$ cat src/rtl/imem_pkg.sv
// Shared types and constants for the instruction-memory arbiter.
// The owner-state encoding is shared so that other blocks can decode it consistently.
package imem_pkg;

    localparam int IMEM_ADDR_W = 32;
    localparam int IMEM_DATA_W = 32;

    typedef enum logic [1:0] {
        IDLE  = 2'd0,
        F_OWN = 2'd1,
        D_OWN = 2'd2
    } owner_t;

    // Saturating increment used by the debug starvation counter.
    function automatic logic [3:0] sat_inc(input logic [3:0] value, input logic [3:0] limit);
        return (value >= limit) ? limit : value + 4'd1;
    endfunction

endpackage

$ cat src/rtl/imem_arb_pick.sv
// Grant decision between fetch (F) and debug (D) requesters.
// Defining IMEM_ARB_RR_EN selects 1-bit round-robin; otherwise fixed F priority with a D starvation guard.
module imem_arb_pick
    import imem_pkg::*;
#(
    parameter int MAX_WAIT = 4
) (
    input  logic clk,
    input  logic reset,
    input  logic f_req,
    input  logic d_req,
    output logic f_gnt,
    output logic d_gnt
);

    logic d_win;
    logic f_win;

`ifdef IMEM_ARB_RR_EN
    // 1 = D won the most recent contest, so F takes the next one.
    logic last_winner_reg;

    assign d_win = d_req & (~f_req | ~last_winner_reg);
    assign f_win = f_req & ~d_win;

    always_ff @(posedge clk) begin
        if (reset) begin
            last_winner_reg <= 1'b1;
        end else if (f_req && d_req) begin
            last_winner_reg <= d_win;
        end
    end
`else
    localparam logic [3:0] MAX_WAIT_C = 4'(MAX_WAIT);

    logic [3:0] wait_cnt_reg;
    logic [3:0] wait_cnt_next;
    logic       force_d;

    assign force_d = (wait_cnt_reg == MAX_WAIT_C);
    assign d_win   = d_req & (~f_req | force_d);
    assign f_win   = f_req & ~d_win;

    always_comb begin
        wait_cnt_next = 4'd0;
        if (d_req && !d_gnt) begin
            wait_cnt_next = sat_inc(wait_cnt_reg, MAX_WAIT_C);
        end
    end

    always_ff @(posedge clk) begin
        if (reset) begin
            wait_cnt_reg <= 4'd0;
        end else begin
            wait_cnt_reg <= wait_cnt_next;
        end
    end
`endif

    // No grants while reset is held, so nothing can be in flight when it releases.
    assign f_gnt = f_win & ~reset;
    assign d_gnt = d_win & ~reset;

endmodule

$ cat src/rtl/imem_arbiter.sv
// Shares the single-port synchronous instruction memory between fetch (F) and debug (D).
// Build option IMEM_ARB_RR_EN switches the grant policy to round-robin (see imem_arb_pick).
module imem_arbiter
    import imem_pkg::*;
#(
    parameter int ADDR_W   = IMEM_ADDR_W,
    parameter int DATA_W   = IMEM_DATA_W,
    parameter int MAX_WAIT = 4
) (
    input  logic              clk,
    input  logic              reset,
    input  logic              f_req,
    input  logic [ADDR_W-1:0] f_addr,
    output logic              f_gnt,
    output logic              f_rvalid,
    output logic [DATA_W-1:0] f_rdata,
    input  logic              d_req,
    input  logic [ADDR_W-1:0] d_addr,
    output logic              d_gnt,
    output logic              d_rvalid,
    output logic [DATA_W-1:0] d_rdata,
    output logic              mem_en,
    output logic [ADDR_W-1:0] mem_addr,
    input  logic [DATA_W-1:0] mem_rdata
);

    localparam logic [ADDR_W-1:0] WORD_MASK = {{(ADDR_W-2){1'b1}}, 2'b00};

    owner_t            state_reg;
    logic [ADDR_W-1:0] sel_addr;
    logic              f_sel;
    logic              d_sel;

    imem_arb_pick #(
        .MAX_WAIT (MAX_WAIT)
    ) u_pick (
        .clk   (clk),
        .reset (reset),
        .f_req (f_req),
        .d_req (d_req),
        .f_gnt (f_gnt),
        .d_gnt (d_gnt)
    );

    // Owner of the word that the memory returns in the following cycle.
    always_ff @(posedge clk) begin
        if (reset) begin
            state_reg <= IDLE;
        end else if (f_gnt) begin
            state_reg <= F_OWN;
        end else if (d_gnt) begin
            state_reg <= D_OWN;
        end else begin
            state_reg <= IDLE;
        end
    end

    always_comb begin
        sel_addr = '0;
        if (f_gnt) begin
            sel_addr = f_addr;
        end else if (d_gnt) begin
            sel_addr = d_addr;
        end
    end

    assign mem_en   = f_gnt | d_gnt;
    assign mem_addr = sel_addr & WORD_MASK;

    // Reset also suppresses the response of a grant issued just before it.
    assign f_sel    = (state_reg == F_OWN) & ~reset;
    assign d_sel    = (state_reg == D_OWN) & ~reset;
    assign f_rvalid = f_sel;
    assign d_rvalid = d_sel;

    generate
        for (genvar gi = 0; gi < DATA_W; gi++) begin : g_route
            assign f_rdata[gi] = mem_rdata[gi] & f_sel;
            assign d_rdata[gi] = mem_rdata[gi] & d_sel;
        end
    endgenerate

endmodule

$ cat config.mk
export PLATFORM = sky130hd
export DESIGN_NAME = imem_arbiter
export DESIGN_NICKNAME = d
export VERILOG_FILES = /design/src/rtl/imem_pkg.sv /design/src/rtl/imem_arb_pick.sv /design/src/rtl/imem_arbiter.sv
export SDC_FILE = /design/constraint.sdc
export NUM_CORES = 1
export LEC_CHECK = 0
export CORE_MARGIN = 2
export CORE_UTILIZATION = 20
export CTS_CLUSTER_DIAMETER = 150
export DETAILED_ROUTE_END_ITERATION = 16
export PLACE_DENSITY = 0.8
export SYNTH_ARGS = -nofsm -noshare
export SYNTH_HDL_FRONTEND = slang
export SYNTH_SLANG_ARGS = --single-unit
$ cat constraint.sdc
create_clock -name clk -period 2.1 [get_ports clk]
set_input_delay 0.63 -clock clk [delete_from_list [all_inputs] [get_ports clk]]
set_output_delay 0.63 -clock clk [all_outputs]
set_load 0.01 [all_outputs]
Word-level counts from Yosys, hierarchy flattened
Index checks and enable logic that the tools add are counted.
- bits in registers: 6
- latch bits: 0
- memory bits (writable): 0
- bits in read-only memories: 0
- bits of input ports: 100
- output and inout bits: 101
- word-level logic and storage cells: 95
- memories: 0
- add/sub/neg operators: 1
- multipliers: 0
- divide/modulo/power cells: 0
- $lt $le $gt $ge: 1
- equality and inequality tests: 3
- shifts and indexed selects: 0
- muxes and demuxes: 5
- bitwise logic cells: 76
- reduce and logical (&&, ||, !) cells: 5
- operators with widths (operator ; number):
    1-bit bitwise AND ; 70
    32-bit two-way mux ; 2
    4-bit by 1-bit adder with 4-bit output, second input constant ; 1
    4-bit by 3-bit == test with 1-bit output, second input constant ; 1
    4-bit by 3-bit >= comparator with 1-bit output, second input constant ; 1
    1-bit inverter ; 4
    2-bit OR reduction ; 2
    3-bit two-way mux ; 1
    3-bit OR reduction ; 1
    2-bit by 1-bit == test with 1-bit output, second input constant ; 1
    2-bit == test, second input constant ; 1
    2-bit two-way mux ; 1
    1-bit bitwise OR ; 2
    1-bit logical AND ; 1
    1-bit logical NOT ; 1
    1-bit two-way mux ; 1

Depth between registers and ports, before layout
Gate-level depths: netlist of the first run.
- depth in word-level cells: 8
- depth in mapped cells: 6
- gate-level depth less buffers: 5

By module
Synthesis of the first run repeated with hierarchy kept, for this count alone.
- cells, all modules: 144
- area, all modules: 1132.3 um^2
- modules (own cells, without submodules) (module ; instances ; cells each ; area an instance (um^2) ; sequential area each (um^2)):
    imem_arbiter ; 1 ; 122 ; 920.9 ; 40.0
    imem_arb_pick ; 1 ; 22 ; 211.5 ; 80.1

Worst setup path before layout of the first run
Ideal clock, no wire load.
- path type: input to output
- start: input port reset
- end: output port mem_addr[10]
- arrival time: 1.392 ns
- data required time: 1.470 ns
- path slack: 0.078 ns
- stages on the path: 4
- path buffers: 1
- cells stage by stage: nand2b_1 > a41oi_4 > buf_6 > a22o_1
- elaborated cells between the ends (all ways): 5
- classes of those cells: mux: 2; bitwise: 3
- RTL lines (item ; line ; text):
    start, declared ; imem_arbiter.sv:11 ; input logic reset,
    1-bit inverter ; imem_arb_pick.sv:61 ; assign f_gnt = f_win & ~reset;
    1-bit bitwise AND ; imem_arb_pick.sv:61 ;
    via f_gnt ; imem_arbiter.sv:14 ; output logic f_gnt,
    32-bit two-way mux ; imem_arbiter.sv:60 ; if (f_gnt) begin
    end, declared ; imem_arbiter.sv:23 ; output logic [ADDR_W-1:0] mem_addr,
The timed path passes the listed nets, and every way through them passes these cells.

Worst setup path after layout of the first run
- start: input port reset
- end: output port mem_addr[7]
- cells in the longest elaborated chain, start to end: 4
- elaborated cells between the ends (all ways): 5
- classes of those cells: mux: 2; bitwise: 3
- ends and longest elaborated chain (item ; line ; text):
    1-bit inverter * ; imem_arb_pick.sv:61, imem_arb_pick.sv:62 ;
    1-bit bitwise AND ; imem_arb_pick.sv:62 ; assign d_gnt = d_win & ~reset;
    32-bit two-way mux ; imem_arbiter.sv:62 ; end else if (d_gnt) begin
    32-bit two-way mux * ; imem_arbiter.sv:60 ;
Mark *: on every way between the ends. The rest lies on a longest branch, timed or not.

==> results of run 1 <==
[power by group]
part	switching, uW	internal [uW]
logic	182	350
clock network	46.1	123
registers	4.11	119
total	232	592
[how the worst max path moves through the flow]
| stage | end | depth (start not counted) | from |
|---|---|---|---|
| after floorplan | mem_addr[10] | 4 | reset |
| after global placement | mem_addr[7] | 6 | reset |
| after detailed placement | mem_addr[7] | 6 | reset |
| after CTS | mem_addr[4] | 8 | reset |
| after global routing | mem_addr[14] | 8 | u_pick.wait_cnt_reg[0]$_SDFF_PP0_ |
| final | mem_addr[7] | 7 | reset |
[cell usage in the layout, fill, tap and decap left out, drive strengths merged]
master	netlist	routed
ha	2	2
dlygate4sd2	0	1
nor4b	1	1
nor2	2	2
nand3b	2	2
a41oi	2	2
and2	64	64
nand2	1	1
nor4	1	1
o21ai	1	1
clkdlybuf4s50	0	92
buf	10	138
nand2b	2	2
a22o	30	30
nor3b	2	2
conb	1	3
inv	3	3
dfxtp	6	6
clkbuf	4	4
a21oi	3	3
[per-layer routing]
layer  vias to the layer above  share of wire [%]  wire [um]  track usage, %
met2                       102                 56       3880            41.4
met4                         0               0.27         19            2.50
met5                         -                  0          0               0
met3                         2                7.7        533            5.35
met1                       860                 36       2500            18.9
li1                        925                  -          -               -
[tightest hold or removal path, delay by kind of cell, from the launching register on]
family	cells	cell delay, ps
buffers and inverters	1	110
DFF	1	320
and+or+nand+nor	1	40
[final cells by class]
| type | instances | share of cell area [%] |
|---|---|---|
| Clock buffer | 3 | 1.15 |
| Inverter | 3 | 0.314 |
| Multi-Input combinational cell | 116 | 28.8 |
| Sequential cell | 6 | 3.39 |
| Tap cell | 70 | 2.45 |
| Timing Repair Buffer | 232 | 63.9 |
[stage by stage]
step	setup TNS (ps)	cell area [sq um]	setup slack [ps]	total power (uW)	std cells
6_report	-10340	3580	-206	824	430
5_1_grt	-14400	3580	-236	866	430
4_1_cts	-14550	3280	-219	789	428
3_5_place_dp	-89530	3170	-982	597	404
3_3_place_gp	-85350	3170	-926	592	404
2_1_floorplan	0	1100	78.2	263	139
[cells by family (layout without fill, tap and decap cells)]
group / after synthesis / in the layout / share of synthesized area, %
AOI/OAI and AO/OA: 36 / 36 / 30.3
adders and majority gates: 2 / 2 / 2.30
buffers and inverters: 17 / 238 / 10.9
DFF: 6 / 6 / 11.0
other: 1 / 3 / 0.344
and+or+nand+nor: 75 / 75 / 45.1
[what timing repair did]
action	CTS	global route
gates resized for setup	411	160
pin swaps	34	54
endpoints found under the setup margin	99	98
cloned	10	3
buffers inserted	11	4
==> out/results.txt, run 1 <==
Crit-path slowest cell = a41oi_4
ANT nets after route = 0
Footprint of the multi-input gates = 1030 sq um
RSZ-0062 raised after global routing = yes
Clock tree from TritonCTS = built
Nets@finish = 464
Sequential share of the synthesized area = 11.0%
N_diodes = 0
Hold WC Path Type = flip-flop to flip-flop
Hold Path Stages = 2
Ordered cell list for the critical path = buf_8 > nand2b_4 > a41oi_4 > buf_6 > buf_12 > a22o_1 > buf_2
Most frequent cell after synthesis = and2_1
DR iter-0 viols = 35
Failing checks = setup timing
# DRC = 0
DP HPWL = 4690 um
Util after Layout = 69.2%
Crit Path Max Fanout = 8
First-pass GRT wire length = 9640 um
Yosys reg bits = 6
Hold Path Origin = u_pick.wait_cnt_reg[0]$_SDFF_PP0_
Routability Congestion = 0.789
Hold Vio Cnt, Final = 0
Initial antenna violation count = 0
Worst hold margin = 509 ps
PwrDens = 230 nW/um^2
Routed vias/inst = 4.39
Worst Setup End Kind = primary output
Via count = 1889
Max reg flops = 4
CTS Buf Count = 3
Largest net degree at the start of global routing = 11
Bufs on Longest Clock Path = 2
R2R depth = 6
CTS root buf = clkbuf_8
EDFF count, synth = 0
Synth top area share = 36.7%
Top_reg_cell synth = dfxtp_1
Critical path class = primary input to primary output
Min Clock Period, post-route = 2310 ps
Leak pwr = 0.00172 uW
# rows = 26
Die width = 77.8 um
IO Port Bufs = 194
Total clock sinks = 6
Share of layout cells above drive strength 1 = 57.2%
Starting Density = 21.1%
Total global routing overflow = 0
H-tree Lvls = 1
Ys async rst share = 0%
Clock latency at the later pin of the worst-skew pair = 220 ps
Area leader, netlist = and2_1
WP data arrival = 1680 ps
Syn Area/Cell = 7.95 sq um
Startpoint types = primary input
Worst ir drop on vdd = 0.299 mV
Setup Viol. Count Final = 96
Delay-heaviest family, CP = buffers and inverters
Final period util = 110%
FILL cells = 407
Core footprint = 5170 sq um
CTS Hold Bufs = 0
WL final = 6930 um
Area grow syn2layout = 229%
Drt pass-1 iters = 4
FF+latch area = 121 sq um
WHS Endpoint = u_pick.wait_cnt_reg[0]$_SDFF_PP0_
Top Ports = 201
Detailed-route wire length per cell = 16.1 um
Critical R2R Launch = u_pick.wait_cnt_reg[1]$_SDFF_PP0_
Synth unique cells = 23
Yosys warning total = 0
Post-route worst setup slack = -206 ps
Vias in the first global route = 1982
Die area = 6060 sq um
Reg-to-Reg End = u_pick.wait_cnt_reg[2]$_SDFF_PP0_
Post-Synthesis Cell Area = 1090 sq um
Total GRT Usage = 19.7%
R2R Setup Slk = 1080 ps
Final slew viol count = 0
Setup Skew = 0.850 ps
Worst Path Required = 1470 ps
Max Cap Viol = 0
Highest clock rate = 0.434 GHz
Commonest cells post-synth = and2_1 (64), a22o_1 (30), buf_6 (6), dfxtp_1 (6), clkbuf_1 (4)
Buf/Inv on CP = 4
Ranking of synthesized cells by area = and2_1 (37%), a22o_1 (24%), dfxtp_1 (11%)
Clock slew at reported path FFs = 30 ps
Die H = 77.8 um
Max incr delay on CP = 210 ps
Post-synthesis cell count = 137
Status = finished, violations left
(Power assumes the default switching activity.)
==> run 2: changes to the inputs <==
ABC_AREA = 1   (was default)
CORE_UTILIZATION = 22   (was 20)
PLACE_DENSITY = 0.81   (was 0.8)
==> out/results.txt, run 2 <==
Vias in the first global route = 2313 (+17%)
Total clock sinks = 6 (unchanged)
Routability Congestion = 0.751 (-4.8%)
Setup Viol. Count Final = 19 (-80%)
Via count = 2484 (+31%)
Status = finished, violations left
Core footprint = 5440 sq um (+5.2%)
First-pass GRT wire length = 10500 um (+8.9%)
WP data arrival = 1510 ps (-170 ps)
Commonest cells post-synth = nor2_1 (71), nand3_1 (62), inv_1 (43)
Hold Vio Cnt, Final = 0 (unchanged)
Hold WC Path Type = flip-flop to flip-flop
EDFF count, synth = 0 (unchanged)
Startpoint types = flip-flop
Area share of and/or/nand/nor cells after synthesis = 61.7% (+17 points)
Ranking of synthesized cells by area = nand3_1 (25%), nor2_1 (22%), inv_1 (13%)
Max reg flops = 4 (unchanged)
Post-synthesis cell count = 247 (+80%)
Syn Area/Cell = 4.95 sq um (-38%)
N_diodes = 0 (unchanged)
ANT nets after route = 0 (unchanged)
CTS root buf = clkbuf_8
Inst Count DP = 513 (+27%)
Reg-to-Reg End = state_reg[0]$_SDFF_PP0_
Drt pass-1 iters = 5 (+1)
PwrDens = 245 nW/um^2 (+6.7%)
Clock tree from TritonCTS = built
Combinational fraction of design power = 65.3% (+0.7 points)
# DRC = 0 (unchanged)
Post-Synthesis Cell Area = 1220 sq um (+12%)
Clock latency at the later pin of the worst-skew pair = 230 ps (about the same)
RSZ-0062 raised after global routing = yes
# rows = 27 (+3.8%)
Highest clock rate = 0.467 GHz (+7.8%)
Max Cap Viol = 0 (unchanged)
Detailed-route wire length per cell = 14.4 um (-11%)
R2R Setup Slk = 840 ps (-240 ps)
Nets@finish = 577 (+24%)
Area leader, netlist = nand3_1
Sequential share of power = 14.2% (-0.7 points)
Most common cell after layout, fill and taps aside = clkdlybuf4s50_1
Most frequent cell after synthesis = nor2_1
Pint = 574 uW (-3.1%)
Most frequent cells in the layout = clkdlybuf4s50_1 (92), buf_2 (72), nor2_1 (68)
Ys async rst share = 0% (unchanged)
FILL cells = 504 (+24%)
Hold Path Origin = u_pick.wait_cnt_reg[0]$_SDFF_PP0_
Worst Path Required = 1470 ps (about the same)
Worst hold margin = 499 ps (-9.75 ps)
WL final = 7860 um (+13%)
Compound-Gate Fraction of Synth Area = 0.409% (-30 points)
Top Ports = 201 (unchanged)
Die width = 78.6 um (+0.98%)
Adder-cell area share of the yosys netlist = 2.04% (-0.25 points)
DP Area = 3310 sq um (+4.5%)
Top_reg_cell synth = dfxtp_1
Setup Skew = 2.62 ps (+1.77 ps)
Failing checks = setup timing
Yosys reg bits = 6 (unchanged)
Critical path class = flip-flop to primary output
CTS Buf Count = 3 (unchanged)
Share of layout cells above drive strength 1 = 40.6% (-17 points)
Area grow syn2layout = 185%
IO Port Bufs = 194 (unchanged)
DR iter-0 viols = 76 (+120%)
Largest net degree at the start of global routing = 32 (+21)
Synth top area share = 25.4% (-11 points)
P_sw = 283 uW (+22%)
Die H = 78.6 um (+0.98%)
Initial antenna violation count = 0 (unchanged)
Die area = 6170 sq um (+2.0%)
Post-synthesis xor/xnor area fraction = 0% (unchanged)
Sw Ratio = 33.0% (+4.9 points)
Sequential share of the synthesized area = 9.82% (-1.2 points)
Leak pwr = 0.00199 uW (+16%)
Post-route worst setup slack = -40.4 ps (+166 ps)
Min Clock Period, post-route = 2140 ps (-166 ps)
Clock power frac = 20.5% (about the same)
CTS Hold Bufs = 0 (unchanged)
DP HPWL = 5010 um (+7.0%)
Largest family of logic cells by synthesized area = simple AND/OR/NAND/NOR gates
H-tree Lvls = 1 (unchanged)
Final period util = 102% (-7.9 points)
Worst Setup End Kind = primary output
Final slew viol count = 0 (unchanged)
Finished Layout Cells = 545 (+27%)
Starting Density = 22.5% (+1.4 points)
Final instance area = 3490 sq um (-2.5%)
Worst ir drop on vdd = 0.222 mV (-26%)
Hold Path Stages = 2 (unchanged)
Crit Path Max Fanout = 8 (unchanged)
Critical R2R Launch = u_pick.wait_cnt_reg[1]$_SDFF_PP0_
Clock slew at reported path FFs = 30 ps (about the same)
Yosys warning total = 0 (unchanged)
Total GRT Usage = 21.2% (+1.6 points)
Routed vias/inst = 4.56 (+3.8%)
Post-synthesis mux area share = 0% (unchanged)
Bufs on Longest Clock Path = 2 (unchanged)
Total global routing overflow = 0 (unchanged)
R2R depth = 8 (+2)
Synth unique cells = 17 (-26%)
WHS Endpoint = u_pick.wait_cnt_reg[0]$_SDFF_PP0_
-- run 2: how the worst max path moves through the flow --
stage,start,end,slack (ps),cells past startpoint
after floorplan,d_req,mem_addr[10],300,5
after global placement,reset,mem_addr[14],-800,6
after detailed placement,reset,mem_addr[25],-820,6
after CTS,f_req,mem_addr[10],-30,9
after global routing,u_pick.wait_cnt_reg[1]$_SDFF_PP0_,mem_addr[12],-90,8
final,u_pick.wait_cnt_reg[1]$_SDFF_PP0_,mem_addr[12],-40,8
-- run 2: kinds of logic (layout without fill, tap and decap cells) --
logic type,Yosys count,after routing
AOI/OAI and AO/OA,1,1
buffers and inverters,64,288
other,1,3
and+or+nand+nor,173,173
adders and majority gates,2,2
DFF,6,6
-- run 2: metrics by stage --
step                utilization [%]  power (uW)  TNS, ps  worst slack, ps
global route                   64.2         907    -1230            -88.5
detailed placement             60.9         627   -74360             -822
finish                         64.2         857     -236            -40.4
CTS                            65.0         833     -114            -33.6
floorplan                         -         286        0              299
global placement               60.9         619   -72160             -801
-- run 2: critical path, stage by stage, from the launching register on --
cell and delay [ps]:
dfxtp_2 310, inv_2 60, ha_4 140, nand4_1 150
buf_4 200, clkbuf_16 160, nand3_1 70, nand2_1 50
buf_2 130
-- run 2: power by group through the flow --
stage	registers, uW	clock network, uW	logic (uW)
finish	122	176	559
global route	122	186	599
CTS	122	175	536
detailed placement	123	0	504
floorplan	123	0	163
global placement	123	0	496
-- run 2: area by class of cell --
cell class	count	area (sq um)	area share [%]
Clock buffer	3	41.3	1.18
Inverter	44	170	4.87
Multi-Input combinational cell	179	966	27.7
Sequential cell	6	123	3.51
Tap cell	72	90.1	2.58
Timing Repair Buffer	241	2100	60.2
-- run 2: per-layer routing --
metal  wire length, um  global-route usage (%)  vias to the layer above  part of all wire (%)
li1                  -                       -                     1201                     -
met1              2620                    20.3                     1113                    33
met2              4260                    42.9                      145                    54
met3               720                    5.17                       25                   9.2
met4               259                    7.54                        0                   3.3
met5                 0                       0                        -                     0
-- run 2: what timing repair did --
action / CTS / global route
buffers inserted: 16 / 6
pin swaps: 7 / 15
resized for setup: 369 / 88
setup endpoints to repair: 99 / 76
cloned: 4 / 5
